### config.mk
export PLATFORM = sky130hd
export DESIGN_NAME = get_frame_length_and_timestamp_wide
export DESIGN_NICKNAME = d
export VERILOG_FILES = /design/src/rtl/get_frame_length_and_timestamp_wide.sv
export SDC_FILE = /design/constraint.sdc
export NUM_CORES = 1
export LEC_CHECK = 0
export ABC_AREA = 1
export BUFFER_PORTS_ARGS = -buffer_cell sky130_fd_sc_hd__buf_2
export CORE_AREA = 2 2 204 206
export CTS_CLUSTER_SIZE = 30
export DETAILED_ROUTE_END_ITERATION = 10
export DIE_AREA = 0 0 206 208
export PLACE_DENSITY = 0.81
export SLEW_MARGIN = 20
export SYNTH_ARGS = -nofsm -noshare
export SYNTH_HDL_FRONTEND = slang
export SYNTH_SLANG_ARGS = --single-unit
### constraint.sdc
create_clock -name clk -period 9.3 [get_ports clk]
set_clock_uncertainty 0.05 [all_clocks]
set_input_delay 1.86 -clock clk [delete_from_list [all_inputs] [get_ports clk]]
set_output_delay 1.86 -clock clk [all_outputs]
set_load 0.005 [all_outputs]
### src/rtl/get_frame_length_and_timestamp_wide.sv
`default_nettype none
// ============================================================================
// Module   : get_frame_length_and_timestamp_wide
// Purpose  : AXI4-Stream frame pass-through that emits one {frame_length,
//            timestamp} metadata beat per frame through a small FIFO.
//            Optional: GET_FRAME_LENGTH_AND_TIMESTAMP_WIDE_EOF_TIMESTAMP_EN
//            moves timestamp capture from the first beat to the tlast beat.
// Revision : 1.0 - initial release
// ============================================================================
module get_frame_length_and_timestamp_wide #(
  parameter int DATA_WIDTH         = 64,
  parameter int KEEP_WIDTH         = DATA_WIDTH / 8,
  parameter int FRAME_LENGTH_WIDTH = 16,
  parameter int TIMESTAMP_WIDTH    = 72,
  parameter int META_FIFO_DEPTH    = 4
) (
  input  logic                                        clk,
  input  logic                                        rstn,
  input  logic [TIMESTAMP_WIDTH-1:0]                  ats_scheduler_timer,

  input  logic [DATA_WIDTH-1:0]                       s_axis_tdata,
  input  logic [KEEP_WIDTH-1:0]                       s_axis_tkeep,
  input  logic                                        s_axis_tvalid,
  output logic                                        s_axis_tready,
  input  logic                                        s_axis_tlast,

  output logic [DATA_WIDTH-1:0]                       m_axis_tdata,
  output logic [KEEP_WIDTH-1:0]                       m_axis_tkeep,
  output logic                                        m_axis_tvalid,
  input  logic                                        m_axis_tready,
  output logic                                        m_axis_tlast,

  output logic [FRAME_LENGTH_WIDTH+TIMESTAMP_WIDTH-1:0] m_axis_meta_tdata,
  output logic                                        m_axis_meta_tvalid,
  input  logic                                        m_axis_meta_tready,

  output logic                                        in_frame
);

  localparam int c_META_WIDTH = FRAME_LENGTH_WIDTH + TIMESTAMP_WIDTH;
  localparam int c_ADDR_WIDTH = $clog2(META_FIFO_DEPTH);
  localparam int c_SUM_WIDTH  = FRAME_LENGTH_WIDTH + 8;
  localparam logic [c_SUM_WIDTH-1:0] c_LEN_MAX = {8'd0, {FRAME_LENGTH_WIDTH{1'b1}}};

  logic                          r_in_frame;
  logic [FRAME_LENGTH_WIDTH-1:0] r_len;
  logic [c_ADDR_WIDTH:0]         r_wr_ptr;
  logic [c_ADDR_WIDTH:0]         r_rd_ptr;
  logic [c_META_WIDTH-1:0]       r_meta_mem [META_FIFO_DEPTH];

  logic                          w_meta_full;
  logic                          w_meta_empty;
  logic                          w_gate;
  logic                          w_accept;
  logic                          w_sof;
  logic                          w_eof;
  logic                          w_pop;
  logic [7:0]                    w_beat_bytes;
  logic [FRAME_LENGTH_WIDTH-1:0] w_len_base;
  logic [c_SUM_WIDTH-1:0]        w_sum;
  logic [FRAME_LENGTH_WIDTH-1:0] w_len_next;
  logic [TIMESTAMP_WIDTH-1:0]    w_push_ts;

  // Only the tlast beat is stalled on a full FIFO; body beats always flow.
  assign w_gate        = !(s_axis_tlast && w_meta_full);
  assign m_axis_tdata  = s_axis_tdata;
  assign m_axis_tkeep  = s_axis_tkeep;
  assign m_axis_tlast  = s_axis_tlast;
  assign m_axis_tvalid = s_axis_tvalid && w_gate;
  assign s_axis_tready = m_axis_tready && w_gate;

  assign w_accept = s_axis_tvalid && s_axis_tready;
  assign w_sof    = w_accept && !r_in_frame;
  assign w_eof    = w_accept && s_axis_tlast;
  assign in_frame = r_in_frame;

  always_comb begin
    w_beat_bytes = 8'd0;
    for (int i = 0; i < KEEP_WIDTH; i++) begin
      w_beat_bytes = w_beat_bytes + 8'(s_axis_tkeep[i]);
    end
  end

  // Sum is computed wider than the length so saturation never wraps.
  assign w_len_base = w_sof ? '0 : r_len;
  assign w_sum      = {8'd0, w_len_base} + {{FRAME_LENGTH_WIDTH{1'b0}}, w_beat_bytes};
  assign w_len_next = (w_sum > c_LEN_MAX) ? '1 : w_sum[FRAME_LENGTH_WIDTH-1:0];

  always_ff @(posedge clk or negedge rstn) begin
    if (!rstn) begin
      r_in_frame <= 1'b0;
      r_len      <= '0;
    end else if (w_accept) begin
      r_in_frame <= !s_axis_tlast;
      r_len      <= w_len_next;
    end
  end

`ifdef GET_FRAME_LENGTH_AND_TIMESTAMP_WIDE_EOF_TIMESTAMP_EN
  assign w_push_ts = ats_scheduler_timer;
`else
  logic [TIMESTAMP_WIDTH-1:0] r_timestamp;

  always_ff @(posedge clk or negedge rstn) begin
    if (!rstn) begin
      r_timestamp <= '0;
    end else if (w_sof) begin
      r_timestamp <= ats_scheduler_timer;
    end
  end

  // A single-beat frame takes the live timer value.
  assign w_push_ts = w_sof ? ats_scheduler_timer : r_timestamp;
`endif

  assign w_meta_empty = (r_wr_ptr == r_rd_ptr);
  assign w_meta_full  = (r_wr_ptr[c_ADDR_WIDTH] != r_rd_ptr[c_ADDR_WIDTH]) &&
                        (r_wr_ptr[c_ADDR_WIDTH-1:0] == r_rd_ptr[c_ADDR_WIDTH-1:0]);
  assign w_pop        = m_axis_meta_tvalid && m_axis_meta_tready;

  assign m_axis_meta_tvalid = !w_meta_empty;
  assign m_axis_meta_tdata  = r_meta_mem[r_rd_ptr[c_ADDR_WIDTH-1:0]];

  always_ff @(posedge clk or negedge rstn) begin
    if (!rstn) begin
      r_wr_ptr <= '0;
      r_rd_ptr <= '0;
      for (int i = 0; i < META_FIFO_DEPTH; i++) begin
        r_meta_mem[i] <= '0;
      end
    end else begin
      if (w_eof) begin
        r_meta_mem[r_wr_ptr[c_ADDR_WIDTH-1:0]] <= {w_len_next, w_push_ts};
        r_wr_ptr <= r_wr_ptr + 1'b1;
      end
      if (w_pop) begin
        r_rd_ptr <= r_rd_ptr + 1'b1;
      end
    end
  end

endmodule
`default_nettype wire

==> results of run 1 <==
==> power by group <==
part / switching, uW / internal [uW]
logic: 1960 / 1210
registers: 496 / 2840
clock network: 754 / 1090
==> cells by family (layout without fill, tap and decap cells) <==
family	count (synthesis)	after routing
xor gates and xnor gates	11	11
adders and majority gates	16	16
other	0	1
buffers and inverters	273	324
AOI/OAI and AO/OA	593	593
and+or+nand+nor	954	954
DFF	447	447
==> Yosys cell counts <==
| cell | number |
|---|---|
| nor2_1 | 496 |
| dfrtp_1 | 447 |
| nand2_1 | 417 |
| a31oi_1 | 312 |
| o21ai_0 | 181 |
| buf_4 | 98 |
| o22ai_1 | 88 |
| clkbuf_1 | 67 |
| buf_2 | 51 |
| inv_1 | 35 |
| nand3_1 | 23 |
| buf_1 | 11 |
| ha_1 | 11 |
| xor2_1 | 9 |
| inv_2 | 7 |
| a21oi_1 | 5 |
| fa_1 | 5 |
| nand4_1 | 5 |
| o21a_1 | 5 |
| nor2_2 | 4 |
| buf_6 | 2 |
| nand2_2 | 2 |
| nand3_2 | 2 |
| nor2_4 | 2 |
| xnor2_1 | 2 |
| a21o_1 | 1 |
| and2_1 | 1 |
| clkinv_1 | 1 |
| inv_4 | 1 |
| nand4_2 | 1 |
| nand4_4 | 1 |
| o21ai_1 | 1 |
==> final timing paths <==
kind	slack (ns)	endpoint
max reg2reg	2.56	r_meta_mem[338]$_DFFE_PN0P_
max	2.56	r_meta_mem[338]$_DFFE_PN0P_
min in group asynchronous	1.16	r_meta_mem[309]$_DFFE_PN0P_
max in group asynchronous	6.63	r_rd_ptr[1]$_DFFE_PN0P_
min reg2reg	0.43	r_meta_mem[257]$_DFFE_PN0P_
min	0.43	r_meta_mem[257]$_DFFE_PN0P_
==> cell type report <==
type	instances	area, um2	share of cell area
Antenna cell	1	2.502	0.0001132
Inverter	44	180.2	0.008147
Sequential cell	447	11190	0.5060
Multi-Input combinational cell	1574	7520	0.3400
Clock inverter	14	212.7	0.009618
Tap cell	532	665.6	0.03010
Clock buffer	67	1280	0.05788
Timing Repair Buffer	199	1064	0.04809
==> registers in the layout, indices dropped and copies added, names as in the netlist <==
signal,count
r_len,16
r_meta_mem,352
r_wr_ptr,3
r_rd_ptr,3
r_timestamp,72
in_frame,1
==> per-layer routing <==
layer / wire (um) / part of all wire / GRT usage
met5: 0 / 0 / 0
met1: 22100 / 0.42 / 0.3254
met2: 25190 / 0.48 / 0.3955
met3: 3782 / 0.072 / 0.04590
met4: 1539 / 0.029 / 0.08966
==> per-stage QoR <==
stage                     hold WS [ns]    util  total power (uW)  area [um2]
after floorplan                 0.3937       -              5395       20170
after global placement          0.4089  0.5082              6342       20610
after detailed placement        0.4106  0.5082              6512       20610
after CTS                       0.4256  0.5450              8376       22100
after global routing            0.4548  0.5453              8969       22120
final                           0.4320  0.5453              8359       22120
==> cells in the final DEF (no fill, tap or decap), types with 5 or more instances in the layout <==
| cell type | Yosys | routed |
|---|---|---|
| bufinv_16 | 0 | 5 |
| xor2_1 | 9 | 9 |
| o22ai_1 | 88 | 88 |
| clkbuf_1 | 67 | 16 |
| o21a_1 | 5 | 5 |
| fa_1 | 5 | 5 |
| buf_4 | 98 | 11 |
| o21ai_0 | 181 | 181 |
| dfrtp_1 | 447 | 445 |
| nand3_1 | 23 | 23 |
| clkbuf_16 | 0 | 46 |
| a31oi_1 | 312 | 312 |
| buf_2 | 51 | 185 |
| nor2_1 | 496 | 496 |
| nand4_1 | 5 | 5 |
| inv_4 | 1 | 6 |
| ha_1 | 11 | 11 |
| nand2_1 | 417 | 417 |
| inv_1 | 35 | 35 |
| clkbuf_8 | 0 | 5 |
| clkinv_2 | 0 | 6 |
| a21oi_1 | 5 | 5 |
==> critical path, stage by stage (launching register included) <==
cell and delay (ns):
dfrtp_2 0.74, inv_4 0.93, nand2_1 0.11, nand2_1 0.12
nor2_2 0.05, nand2_2 0.08, nand4_4 0.65, nand2_1 0.31
fa_1 0.47, fa_1 0.46, fa_1 0.37, inv_1 0.10
fa_1 0.22, nand3_1 0.08, and2_1 0.18, inv_1 0.07
nand3_1 0.12, nor2_2 0.31, nand4_4 0.56, o21ai_0 0.45
nand2_1 0.10, nand2_1 0.10
==> impl_metrics.env, run 1 <==
export IMPL_drt_iter0_markers=1582
export IMPL_netlist_instances=2294
export IMPL_overflow=0
export IMPL_initial_utilization=0.4974
export IMPL_finalWirelength_um=52610
export IMPL_power_density_mw_per_mm2=378.0
export IMPL_finalSetupTns_ns=0
export IMPL_wire_per_inst_um=18.28
export IMPL_post_drt_via_cell_ratio=5.847
export IMPL_synthDistinctLibCells=32
export IMPL_yosys_mux_area_fraction=0
export IMPL_yosysTopAreaCell="dfrtp_1"
export IMPL_clock_sinks=447
export IMPL_area_growth_pct=9.640
export IMPL_grt_max_degree=171
export IMPL_hold_viol_final=0
export IMPL_gp_congestion=0.7894
export IMPL_cp_max_fo=90
export IMPL_cts_tree="built"
export IMPL_startpoint="r_rd_ptr[1]$_DFFE_PN0P_"
export IMPL_min_period_ns=6.742
export IMPL_finalWorstSetupSlack_ns=2.558
export IMPL_row_count=74
export IMPL_tightest_slew_ns=1.096
export IMPL_fmax_mhz=148.3
export IMPL_drv_cap=0
export IMPL_rsz0062_at_grt="false"
export IMPL_synth_area_mm2=0.02017
export IMPL_num_io_pins=315
export IMPL_grt_usage=0.2435
export IMPL_die_x_um=206
export IMPL_cts_buffers=46
export IMPL_avgSynthCellArea_um2=8.793
export IMPL_drcViolationCount=0
export IMPL_p_leak_uw=0.01031
export IMPL_endpoint_kind="register"
export IMPL_grt_pass1_wl_um=84260
export IMPL_dp_cells=2796
export IMPL_path_clk_slew_ns=0.06
export IMPL_fin_crit_sh=0.7249
export IMPL_finalSetupViolCount=0
export IMPL_postRouteAntennaNets=0
export IMPL_syn_num_nets=2460
export IMPL_status="finished clean"
export IMPL_fp_dieH_um=208
export IMPL_min_from="r_meta_mem[257]$_DFFE_PN0P_"
export IMPL_regToRegStartpoint="r_rd_ptr[1]$_DFFE_PN0P_"
export IMPL_ir_drop_mv=0.2070
export IMPL_drtPass1Iterations=6
export IMPL_cp_arrival_ns=7.17
export IMPL_critical_path_class="reg2reg"
export IMPL_rr_worst_depth=21
export IMPL_synth_top_family_by_area="simple AND/OR/NAND/NOR gates"
export IMPL_synthAdderAreaFrac=0.01179
export IMPL_core_area_mm2=0.04055
export IMPL_cp_required_ns=9.73
export IMPL_synth_xor_area_share=0.004776
export IMPL_port_buffers=186
export IMPL_grt_pass1_vias=16370
export IMPL_synth_top_cell_area_share=0.5546
export IMPL_fill_cells=3549
export IMPL_worstHoldPathCells=2
export IMPL_synth_compound_area_frac=0.1727
export IMPL_fp_dieArea_mm2=0.04285
export IMPL_grt_antenna_before_repair=1
export IMPL_cts_root_buffer="clkbuf_16"
export IMPL_min_path_type="reg2reg"
export IMPL_dp_slack_ns=2.007
export IMPL_drive_gt1_frac=0.1220
export IMPL_dpl_hpwl_um=29780
export IMPL_clk_path_buf_depth=3
export IMPL_instances_no_fill=2878
export IMPL_yosys_area_share_simple=0.1831
export IMPL_ys_seq_elements=447
export IMPL_yosysSeqAreaShare=0.5546
export IMPL_post_cts_buffers=0
export IMPL_num_vias=16830
export IMPL_slew_limit_headroom=0.2693
export IMPL_worstSkewPairLatency_ns=0.57
export IMPL_hold_buffers=0
export IMPL_slew_viol_final=0
export IMPL_cts_htree_levels=2
export IMPL_start_kind="register"
export IMPL_synthTopCellsByArea="dfrtp_1, a31oi_1, nor2_1, nand2_1, o21ai_0"
export IMPL_synth_warnings=0
export IMPL_fin_nets=2478
export IMPL_cts_resized=0
No activity file was read; power rests on OpenSTA's default activity.
==> run 2: changes to the inputs <==
Settings changed: ABC_AREA 1 to 0, CORE_AREA 2 2 204 206 to 2 2 202 204, DIE_AREA 0 0 206 208 to 0 0 204 206, PLACE_DENSITY 0.81 to 0.84.
Clock period 9.3 ns to 5.9 ns, I/O delays scaled along.
==> impl_metrics.env, run 2 <==
export IMPL_start_kind="register"
export IMPL_grt_pass1_wl_um=69660
export IMPL_fmax_mhz=210.4
export IMPL_largest_register_ffs=352
export IMPL_finalWirelength_um=43260
export IMPL_cp_depth=4
export IMPL_tightest_slew_ns=1.082
export IMPL_cts_resized=0
export IMPL_finalSetupViolCount=0
export IMPL_synthDistinctLibCells=48
export IMPL_min_from="r_meta_mem[132]$_DFFE_PN0P_"
export IMPL_dp_slack_ns=0.7970
export IMPL_critPathTopFamily="buffers and inverters"
export IMPL_min_period_ns=4.752
export IMPL_ys_top_cells_by_count="dfrtp_1, nand2_1, o21ai_0"
export IMPL_fin_util=0.5445
export IMPL_grt_antenna_before_repair=3
export IMPL_wire_per_inst_um=18.54
export IMPL_cts_htree_levels=2
export IMPL_cts_tree="built"
export IMPL_drv_cap=0
export IMPL_regToRegStartpoint="r_rd_ptr[1]$_DFFE_PN0P_"
export IMPL_synth_top_cell_area_share=0.5692
export IMPL_cp_max_fo=46
export IMPL_reg2reg_to="r_meta_mem[85]$_DFFE_PN0P_"
export IMPL_area_growth_pct=11.34
export IMPL_cpMostUsedCell="buf_4"
export IMPL_synth_area_mm2=0.01965
export IMPL_grt_usage=0.2095
export IMPL_hold_viol_final=0
export IMPL_rrSetupSlack_ns=1.34
export IMPL_internal_power_uw=7993
export IMPL_finalSetupTns_ns=0
export IMPL_hold_buffers=0
export IMPL_critical_path_class="reg2out"
export IMPL_max_stage_delay_ns=0.91
export IMPL_async_reset_ff_frac=1.000
export IMPL_power_density_mw_per_mm2=549.4
export IMPL_num_vias=12760
export IMPL_rr_worst_depth=15
export IMPL_yosysSeqAreaShare=0.5692
export IMPL_drtPass1Iterations=4
export IMPL_drcViolationCount=0
export IMPL_die_x_um=204
export IMPL_cts_buffers=46
export IMPL_drt_iter0_markers=771
export IMPL_row_count=74
export IMPL_fp_dieH_um=206
export IMPL_cpMaxStageDelayCell="buf_4"
export IMPL_yosysMostFrequentCell="dfrtp_1"
export IMPL_path_clk_slew_ns=0.06
export IMPL_min_to="r_meta_mem[132]$_DFFE_PN0P_"
export IMPL_post_drt_via_cell_ratio=5.468
export IMPL_gp_congestion=0.7675
export IMPL_power_frac_seq=0.416
export IMPL_endpoint_kind="output port"
export IMPL_switching_share=0.3350
export IMPL_cts_root_buffer="clkbuf_16"
export IMPL_avgSynthCellArea_um2=11.59
export IMPL_slew_limit_headroom=0.2790
export IMPL_drive_gt1_frac=0.2293
export IMPL_yosysTopAreaCell="dfrtp_1"
export IMPL_netlist_instances=1696
export IMPL_clock_sinks=447
export IMPL_num_io_pins=315
export IMPL_mostFrequentLayoutCells="dfrtp_1, nand2_1, o21ai_0"
export IMPL_clk_path_buf_depth=3
export IMPL_ys_seq_elements=447
export IMPL_fin_nets=1930
export IMPL_finalWorstSetupSlack_ns=1.148
export IMPL_worstHoldPathCells=2
export IMPL_ir_drop_mv=0.3498
export IMPL_total_power_uw=12020
export IMPL_min_path_type="reg2reg"
export IMPL_overflow=0
export IMPL_initial_utilization=0.4890
export IMPL_synth_top_flop_cell="dfrtp_1"
export IMPL_syn_num_nets=1862
export IMPL_crit_chain="buf_4, buf_4, mux4_2, buf_2"
export IMPL_cp_num_buf_inv=3
export IMPL_p_sw_uw=4027
export IMPL_dpl_hpwl_um=26000
export IMPL_rsz0062_at_grt="false"
export IMPL_postRouteAntennaNets=0
export IMPL_slew_viol_final=0
export IMPL_largest_register="r_meta_mem"
export IMPL_worstSkewPairLatency_ns=0.57
export IMPL_fin_crit_sh=0.8055
export IMPL_top_regs="r_meta_mem x352, r_timestamp x72, r_len x16"
export IMPL_cp_required_ns=4.67
export IMPL_status="finished clean"
export IMPL_synthTopCellsByArea="dfrtp_1, mux4_2, nand2_1, o21ai_0, buf_4"
export IMPL_grt_max_degree=139
export IMPL_cp_arrival_ns=3.52
export IMPL_p_comb_frac=0.336
export IMPL_final_common_cell="dfrtp_1"
export IMPL_core_area_mm2=0.04018
export IMPL_grt_pass1_vias=13130
export IMPL_fp_dieArea_mm2=0.04202
export IMPL_synth_edff_count=0
export IMPL_post_cts_buffers=0
export IMPL_port_buffers=186
export IMPL_clock_power_share=0.247
export IMPL_p_leak_uw=0.01065
export IMPL_synth_warnings=0
[run 2: cell type report]
type                    instances  area [um2]
clock inverters                14       178.9
inverters                      84       315.3
diodes                          1       2.502
flip-flops and latches        447       11190
well taps                     532       665.6
multi-input cells             982        7020
repair buffers                203        1106
fillers                      3310       18310
clock buffers                  71        1396
[run 2: cell families after synthesis]
| group | after synthesis | synth area share |
|---|---|---|
| fa+ha+maj | 16 | 0.01210 |
| compound gates | 393 | 0.1091 |
| xor+xnor | 12 | 0.006112 |
| flops | 447 | 0.5692 |
| simple gates | 392 | 0.08278 |
| mux | 169 | 0.1472 |
| buf+inv | 267 | 0.07348 |
[run 2: how the worst max path moves through the flow]
| stage | slack, ns | end | startpoint |
|---|---|---|---|
| 3_5_place_dp | 0.80 | r_meta_mem[85]$_DFFE_PN0P_ | s_axis_tlast |
| 5_1_grt | 0.86 | m_axis_meta_tdata[85] | r_rd_ptr[0]$_DFFE_PN0P_ |
| 4_1_cts | 1.01 | m_axis_meta_tdata[87] | r_rd_ptr[0]$_DFFE_PN0P_ |
| 3_3_place_gp | 0.88 | r_meta_mem[261]$_DFFE_PN0P_ | s_axis_tlast |
| 6_report | 1.15 | m_axis_meta_tdata[87] | r_rd_ptr[0]$_DFFE_PN0P_ |
| 2_1_floorplan | 0.97 | r_meta_mem[170]$_DFFE_PN0P_ | s_axis_tlast |
[run 2: power groups by stage]
stage | Combinational [uW] | Clock (uW) | Sequential [uW]
2_1_floorplan | 2940 | 0 | 4780
3_3_place_gp | 3890 | 0 | 4930
3_5_place_dp | 4070 | 0 | 5040
4_1_cts | 4100 | 3030 | 5000
5_1_grt | 4540 | 3150 | 5150
6_report | 4040 | 2970 | 5010
[run 2: routing by layer]
| layer | vias to the layer above | track usage | share of wire |
|---|---|---|---|
| met1 | 6418 | 0.2702 | 0.42 |
| li1 | 5890 | - | - |
| met4 | 4 | 0.06936 | 0.024 |
| met2 | 372 | 0.3491 | 0.49 |
| met5 | - | 0 | 0.00065 |
| met3 | 79 | 0.05188 | 0.066 |
[run 2: stage by stage]
step	cell area (um2)	std cells	hold slack, ns
after floorplan	19650	1696	0.3946
after global placement	20300	2248	0.4060
after detailed placement	20300	2248	0.4146
after CTS	21880	2333	0.4282
after global routing	21880	2334	0.4377
final	21880	2334	0.4260
[run 2: worst min-delay path, stage by stage, from the launching register on]
cell,delay (ns)
dfrtp_1,0.34
nand2_1,0.04
o21ai_0,0.06
==> run 3: changes to the inputs <==
Settings changed: ABC_AREA 0 to 1, CORE_AREA 2 2 202 204 to 2 2 204 206, DIE_AREA 0 0 204 206 to 0 0 206 208, PLACE_DENSITY 0.84 to 0.81.
Clock period 5.9 ns to 5 ns, I/O delays scaled along.
==> impl_metrics.env, run 3 (same netlist as run 1, synthesis figures left out) <==
export IMPL_status="finished clean"
export IMPL_grt_max_degree=131
export IMPL_grt_pass1_wl_um=83760
export IMPL_finalInstanceArea_mm2=0.02230
export IMPL_overflow=0
export IMPL_row_count=74
export IMPL_slew_limit_headroom=0.2437
export IMPL_fp_dieArea_mm2=0.04285
export IMPL_cts_htree_levels=2
export IMPL_fin_util=0.5499
export IMPL_post_cts_buffers=0
export IMPL_cts_tree="built"
export IMPL_num_vias=16900
export IMPL_path_clk_slew_ns=0.06
export IMPL_worstSkewPairLatency_ns=0.58
export IMPL_finalSetupTns_ns=0
export IMPL_postRouteAntennaNets=0
export IMPL_rsz0062_at_grt="false"
export IMPL_num_io_pins=315
export IMPL_grt_pass1_vias=16380
export IMPL_clk_path_buf_depth=3
export IMPL_largest_register="r_meta_mem"
export IMPL_final_common_cell="nor2_1"
export IMPL_finalWirelength_um=52060
export IMPL_initial_utilization=0.4974
export IMPL_min_path_type="in2async"
export IMPL_rr_worst_depth=21
export IMPL_mostFrequentLayoutCells="nor2_1, dfrtp_1, nand2_1"
export IMPL_fin_nets=2495
export IMPL_largest_register_ffs=352
export IMPL_cts_resized=0
export IMPL_place_area_mm2=0.02081
export IMPL_core_area_mm2=0.04055
export IMPL_die_x_um=206
export IMPL_fin_crit_sh=0.9355
export IMPL_tightest_slew_ns=1.134
export IMPL_wire_per_inst_um=17.96
export IMPL_drtPass1Iterations=6
export IMPL_cts_buffers=46
export IMPL_cp_depth=6
export IMPL_grt_usage=0.2406
export IMPL_start_kind="register"
export IMPL_cpMaxStageDelayCell="buf_4"
export IMPL_cts_root_buffer="clkbuf_16"
export IMPL_post_drt_via_cell_ratio=5.832
export IMPL_slew_viol_final=0
export IMPL_drv_cap=0
export IMPL_area_growth_pct=10.56
export IMPL_fill_cells=3574
export IMPL_critPathTopFamily="buffers and inverters"
export IMPL_port_buffers=186
export IMPL_drt_iter0_markers=1673
export IMPL_cp_required_ns=3.95
export IMPL_p_leak_uw=0.01040
export IMPL_critical_path_class="reg2out"
export IMPL_cpMostUsedCell="buf_4"
export IMPL_drcViolationCount=0
export IMPL_cp_num_buf_inv=4
export IMPL_cp_arrival_ns=3.63
export IMPL_max_stage_delay_ns=0.87
export IMPL_holdWs_ns=0.3341
export IMPL_power_density_mw_per_mm2=693.4
export IMPL_hold_buffers=0
export IMPL_clock_sinks=447
export IMPL_drive_gt1_frac=0.1294
export IMPL_fp_dieH_um=208
export IMPL_gp_congestion=0.8153
export IMPL_ir_drop_mv=0.3416
export IMPL_finalSetupViolCount=0
export IMPL_cp_max_fo=90
export IMPL_endpoint_kind="output port"
export IMPL_crit_chain="inv_4, buf_4, buf_4, o21ai_0, o22ai_1, buf_2"
export IMPL_fmax_mhz=213.8
export IMPL_hold_viol_final=0
export IMPL_top_regs="r_meta_mem x352, r_timestamp x72, r_len x16"
export IMPL_min_period_ns=4.677
export IMPL_grt_antenna_before_repair=1
export IMPL_dpl_hpwl_um=29460
[run 3: cell types whose count changed in the layout (fill, tap and decap cells not counted), sizes merged, moves of 76 or more]
cell / before / now
nand2: 343 / 419
mux4: 88 / 0
o21ai: 329 / 182
o22ai: 1 / 88
a31oi: 4 / 312
nor2: 12 / 502
[run 3: final timing paths]
| kind | slack, ns | start | end |
|---|---|---|---|
| min in group clk | 0.43 | r_meta_mem[259]$_DFFE_PN0P_ | r_meta_mem[259]$_DFFE_PN0P_ |
| worst max register to register | 0.58 | r_rd_ptr[0]$_DFFE_PN0P_ | r_meta_mem[345]$_DFFE_PN0P_ |
| worst min-delay path | 0.33 | rstn | r_meta_mem[219]$_DFFE_PN0P_ |
| worst max-delay path | 0.32 | r_rd_ptr[0]$_DFFE_PN0P_ | m_axis_meta_tdata[67] |
| max in group asynchronous | 3.34 | rstn | r_meta_mem[350]$_DFFE_PN0P_ |
| worst min register to register | 0.43 | r_meta_mem[259]$_DFFE_PN0P_ | r_meta_mem[259]$_DFFE_PN0P_ |
[run 3: per-stage QoR]
step                instances  total power, uW  worst slack, ns
floorplan                2294            10030           0.2433
finish                   2898            15460           0.3226
global placement         2812            11810           0.1675
global route             2898            16560           0.1513
detailed placement       2812            12120          0.09249
CTS                      2896            15490           0.3189
[run 3: final cells by class]
class / count / area [um2] / share of cell area
inverter: 44 / 180.2 / 0.008079
clock buffer: 74 / 1388 / 0.06222
timing repair buffer: 216 / 1286 / 0.05767
clock inverter: 10 / 77.57 / 0.003478
tap: 532 / 665.6 / 0.02985
multi-input combinational: 1574 / 7511 / 0.3368
antenna: 1 / 2.502 / 0.0001122
sequential: 447 / 11190 / 0.5018
[run 3: power breakdown]
| group | internal, uW | total [uW] | switching [uW] |
|---|---|---|---|
| clock network | 1900 | 3320 | 1420 |
| logic | 2300 | 6030 | 3730 |
| registers | 5280 | 6110 | 827 |
| total | 9490 | 15500 | 5980 |
[run 3: metal layers]
layer | up-vias | global-route usage | share of wire
met5 | - | 0 | 0
met1 | 8287 | 0.3167 | 0.41
met4 | 0 | 0.08153 | 0.029
met3 | 123 | 0.04621 | 0.073
li1 | 7829 | - | -
met2 | 661 | 0.3991 | 0.49
